### src/rtl/dmem_port_arbiter.sv
// Shares the single data_memory port between the MEM stage and an external burst engine.
// The core wins by default; ext gets a forced beat after MAX_WAIT consecutive losses.
module dmem_port_arbiter #(
  parameter int LEN_W    = 8,
  parameter int MAX_WAIT = 4
) (
  input  logic             clk,
  input  logic             reset,
  input  logic             core_mem_read,
  input  logic             core_mem_write,
  input  logic [31:0]      core_addr,
  input  logic [31:0]      core_wdata,
  output logic [31:0]      core_rdata,
  output logic             core_stall,
  input  logic             ext_start,
  input  logic             ext_we,
  input  logic [31:0]      ext_base_addr,
  input  logic [LEN_W-1:0] ext_len,
  input  logic [31:0]      ext_wdata,
  output logic             ext_wdata_pop,
  output logic [31:0]      ext_rdata,
  output logic             ext_rvalid,
  output logic             ext_busy,
  output logic             ext_done,
  output logic [31:0]      mem_access_addr,
  output logic [31:0]      mem_write_data,
  output logic             mem_write_en,
  output logic             mem_read_en,
  input  logic [31:0]      mem_read_data
);

  localparam int WAIT_W = $clog2(MAX_WAIT + 1);
  localparam logic [WAIT_W-1:0] WAIT_MAX = WAIT_W'(MAX_WAIT);

  typedef enum logic [1:0] {IDLE, BURST, DONE} state_t;

  state_t           state_q, state_d;
  logic [31:0]      addr_q, addr_d;
  logic [LEN_W-1:0] remain_q, remain_d;
  logic [WAIT_W-1:0] wait_q, wait_d;
  logic             we_q, we_d;

  logic core_active;
  logic forced;
  logic ext_own;

  always_ff @(posedge clk or negedge reset) begin
    if (!reset) begin
      state_q  <= IDLE;
      addr_q   <= '0;
      remain_q <= '0;
      wait_q   <= '0;
      we_q     <= 1'b0;
    end else begin
      state_q  <= state_d;
      addr_q   <= addr_d;
      remain_q <= remain_d;
      wait_q   <= wait_d;
      we_q     <= we_d;
    end
  end

  always_comb begin
    state_d  = state_q;
    addr_d   = addr_q;
    remain_d = remain_q;
    wait_d   = wait_q;
    we_d     = we_q;

    core_active = core_mem_read | core_mem_write;
    forced      = (state_q == BURST) && (wait_q == WAIT_MAX);
    ext_own     = (state_q == BURST) && (forced || !core_active);

    // Port defaults to the core; an ext beat overrides below.
    mem_access_addr = core_addr;
    mem_write_data  = core_wdata;
    mem_write_en    = core_mem_write;
    mem_read_en     = core_mem_read;
    core_rdata      = mem_read_data;
    ext_rdata       = mem_read_data;
    core_stall      = 1'b0;
    ext_wdata_pop   = 1'b0;
    ext_rvalid      = 1'b0;
    ext_busy        = (state_q == BURST);
    ext_done        = (state_q == DONE);

    case (state_q)
      IDLE: begin
        if (ext_start) begin
          we_d     = ext_we;
          addr_d   = ext_base_addr;
          remain_d = ext_len;
          wait_d   = '0;
          state_d  = (ext_len == '0) ? DONE : BURST;
        end
      end
      BURST: begin
        if (ext_own) begin
          mem_access_addr = addr_q;
          mem_write_data  = ext_wdata;
          mem_write_en    = we_q;
          mem_read_en     = !we_q;
          ext_wdata_pop   = we_q;
          ext_rvalid      = !we_q;
          core_stall      = core_active;
          addr_d          = addr_q + 32'd4;
          remain_d        = remain_q - 1'b1;
          wait_d          = '0;
          if (remain_q == LEN_W'(1)) state_d = DONE;
        end else if (wait_q != WAIT_MAX) begin
          wait_d = wait_q + 1'b1;
        end
      end
      DONE: begin
        state_d = IDLE;
      end
      default: begin
        state_d = IDLE;
      end
    endcase
  end

endmodule

### config.mk
export PLATFORM = sky130hd
export DESIGN_NAME = dmem_port_arbiter
export DESIGN_NICKNAME = d
export VERILOG_FILES = /design/src/rtl/dmem_port_arbiter.sv
export SDC_FILE = /design/constraint.sdc
export NUM_CORES = 1
export LEC_CHECK = 0
export ABC_AREA = 1
export BUFFER_PORTS_ARGS = -buffer_cell sky130_fd_sc_hd__buf_2
export CORE_AREA = 2 2 122 124
export CTS_CLUSTER_SIZE = 14
export DETAILED_ROUTE_END_ITERATION = 6
export DIE_AREA = 0 0 124 126
export PLACE_DENSITY = 0.67
export SLEW_MARGIN = 20
export SYNTH_ARGS = -nofsm -noshare
export SYNTH_HDL_FRONTEND = slang
export SYNTH_SLANG_ARGS = --single-unit
### constraint.sdc
create_clock -name clk -period 1.6 [get_ports clk]
set_clock_uncertainty 0.2 [all_clocks]
set_input_delay 0.16 -clock clk [delete_from_list [all_inputs] [get_ports clk]]
set_output_delay 0.16 -clock clk [all_outputs]
set_load 0.02 [all_outputs]
==> results by group <==
Synthesis
  • Post-synth cell types: 34
  • Post-synth ARST share: 1.00
  • Syn Area/Cell: 5.93 um^2
  • Mux cell area share after synthesis: 0.00494
  • Xor/xnor share of the synthesized area: 0.00192
  • Post-synth EDFFs: 0
  • Synthesized Nets: 947
  • Yosys reg bits: 46
  • Post-Synthesis Cells: 768
  • Post-Syn Area: 4560 um^2
  • Post-synthesis sequential area ratio: 0.253
  • Synth Flop Type: dfrtp_1
  • Adder-cell share of the synthesized area: 0.0137
  • Largest family of logic cells by synthesized area: simple AND/OR/NAND/NOR gates
  • Simple-gate share of the synthesized area: 0.404
  • Synth Warn #: 0
  • Synth Area in Compound Gates: 0.118

Timing
  • Final Hold Fails: 0
  • Final critical-path required period: 2.26 ns
  • RSZ-0062 raised after global routing: yes
  • Worst hold slack: 0.00166 ns
  • Worst-Margin Slew: 0.282 ns
  • FMAX: 442 MHz
  • Crit share post-route: 1.41
  • Setup slack after layout: -0.663 ns
  • Final setup viols: 113
  • Relative slew slack: 0.812
  • Final-report max-slew violation count: 0

Critical path
  • Worst EP required: 1.24 ns
  • Setup slack, reg-to-reg: -0.58 ns
  • Critical path class: flop to output port
  • Max incr delay on CP: 0.37 ns
  • Worst Setup End Kind: output port
  • Crit path launch type: flop
  • CP max FO: 7
  • Critical Path AT: 1.90 ns
  • Slowest-stage cell, CP: dfrtp_1
  • Critical path's most frequent cell: buf_12
  • Worst-path cell chain: inv_2, ha_4, nand2_4, inv_4, o21ai_4, buf_12, buf_12, clkbuf_16, nand2_2, o21ai_2, buf_6

Placed design
  • DP Area: 6130 um^2
  • Buffers on Ports: 212
  • Setup slack at placement: -0.344 ns
  • GP Congestion: 0.878
  • Final HPWL DP: 14300 um
  • Post-placement cell count: 1145

Floorplan
  • Die Width: 124 um
  • Die Y: 126 um
  • CORE AREA: 14300 um^2
  • I/O Pins: 309
  • Effective utilization at floorplan: 0.318
  • Rows: 44
  • Die Area: 15600 um^2

Global route
  • Largest net degree at the start of global routing: 47
  • GRT Residual Overflow: 0
  • Initial antenna violation count: 0
  • First-pass GRT wire length: 28700 um
  • Tot GR Track Use: 0.239
  • Number of global-route vias before repair: 5457

Power
  • Lkg Pwr: 4.07 nW
  • Cell Pwr Density: 2150 nW/um^2
  • VDD IR max: 0.000918 V

Clock network
  • CTS Buf Count: 5
  • Sink Count: 46
  • CTS clk-pin slew, worst paths: 0.07 ns
  • H-tree depth: 2
  • Clock buffer depth: 2
  • CTS tree: yes
  • Worst skew pair latency: 0.30 ns
  • Root Driver: clkbuf_16

Cells and area
  • Most common cell after layout, fill and taps aside: nand2_1
  • N_diodes: 0
  • Most frequent cells in the layout: 211 x nand2_1, 147 x buf_2, 87 x buf_4
  • Finished Layout Cells: 1197
  • P&R area growth vs syn: 69.2%
  • Final net count: 1191
  • Fin area: 7710 um^2
  • Share of cells above drive strength 1: 0.502

Route
  • Post-DRT Antenna Nets: 0
  • DRC violations left: 0
  • Vias: 5807
  • WL final: 20300 um
  • WL/cell: 16.9 um
  • Number of DRC markers in iteration 0: 415
  • Vias/cell: 4.85
  • Initial DRT Pass Iterations: 5

Status
  • Status: complete, but fails checks
  • Failing checks: setup timing

Worst hold path
  • Hold Crit Class: primary input to flop

Run
  • Max Cap Viol: 0
-- critical path: cells and delay by family, from the launching register on --
| family | cells | cell delay (ns) |
|---|---|---|
| flip-flops | 1 | 0.37 |
| buffers and inverters | 6 | 0.68 |
| adder cells (fa/ha/maj) | 1 | 0.17 |
| AO/OA/AOI/OAI | 2 | 0.26 |
| AND/OR/NAND/NOR | 2 | 0.12 |
-- registers in the layout (all words and copies together), names as in the netlist --
signal	count
we_q	1
state_q	2
wait_q	3
remain_q	8
addr_q	32
-- per-stage QoR --
step / setup TNS [ns] / total power, mW / util
2_1_floorplan: -4.92 / 8.59 / -
3_3_place_gp: -22.63 / 11.5 / 0.428
3_5_place_dp: -26.39 / 11.6 / 0.428
4_1_cts: -50.10 / 15.3 / 0.506
5_1_grt: -69.25 / 17.7 / 0.539
6_report: -59.65 / 16.6 / 0.539
-- synthesized netlist by cell type (2+ instances only) --
cell / n / area (um^2)
nor2_1: 77 / 289
o22ai_1: 3 / 18.8
clkbuf_1: 8 / 30.0
a31oi_1: 2 / 12.5
a21oi_1: 12 / 60.1
or2_2: 4 / 25.0
nand4_1: 2 / 12.5
dfrtp_1: 46 / 1150
inv_2: 4 / 15.0
inv_1: 66 / 248
o21ai_0: 57 / 285
a22oi_1: 3 / 22.5
ha_1: 5 / 62.6
buf_4: 71 / 533
nor2_2: 7 / 43.8
mux2_2: 2 / 22.5
nand2_2: 5 / 31.3
o21ai_1: 13 / 65.1
nor3_1: 2 / 10.0
a21oi_2: 2 / 17.5
nand2_1: 304 / 1140
buf_6: 4 / 45.0
nor2_4: 5 / 56.3
buf_2: 12 / 60.1
o21ai_2: 2 / 17.5
nand3_1: 42 / 210
-- metal layers --
metal / part of all wire / track usage
met1: 0.39 / 0.284
met2: 0.50 / 0.424
met3: 0.082 / 0.0453
met4: 0.027 / 0.0839
met5: 0 / 0
-- final timing paths --
path,startpoint,endpoint,cells past startpoint
max,wait_q[1],mem_access_addr[20],11
min,ext_base_addr[23],addr_q[23],5
min reg2reg,remain_q[7],remain_q[7],2
max in group asynchronous,reset,addr_q[24],3
min in group asynchronous,reset,addr_q[19],3
max reg2reg,wait_q[1],addr_q[16],14
-- power breakdown --
group          internal (mW)  switching [mW]  total (mW)
Sequential              1.75           0.532        2.28
Combinational           6.26            6.95        13.2
Clock                  0.622           0.480        1.10
-- kinds of logic (layout without fill, tap and decap cells) --
logic type      count (synthesis)  after routing
fa+ha+maj                       5              5
flops                          46             46
compound gates                 98             98
simple gates                  451            451
mux                             2              2
buf+inv                       165            410
xor+xnor                        1              1
-- area by class of cell --
class,instances,area (um^2)
Clock buffer,7,143
Clock inverter,1,5.00
Fill cell,1285,6610
Inverter,70,273
Multi-Input combinational cell,557,3100
Sequential cell,46,1150
Tap cell,184,230
Timing Repair Buffer,332,2810
-- repair_timing --
item,4_1_cts,5_1_grt
gates resized for setup,152,108
hold buffers,10,0
endpoints found under the setup margin,110,116
endpoints found under the hold margin,55,0
setup buffers,13,13
cloned,10,2
pin swaps,8,11
(Power assumes the default switching activity.)
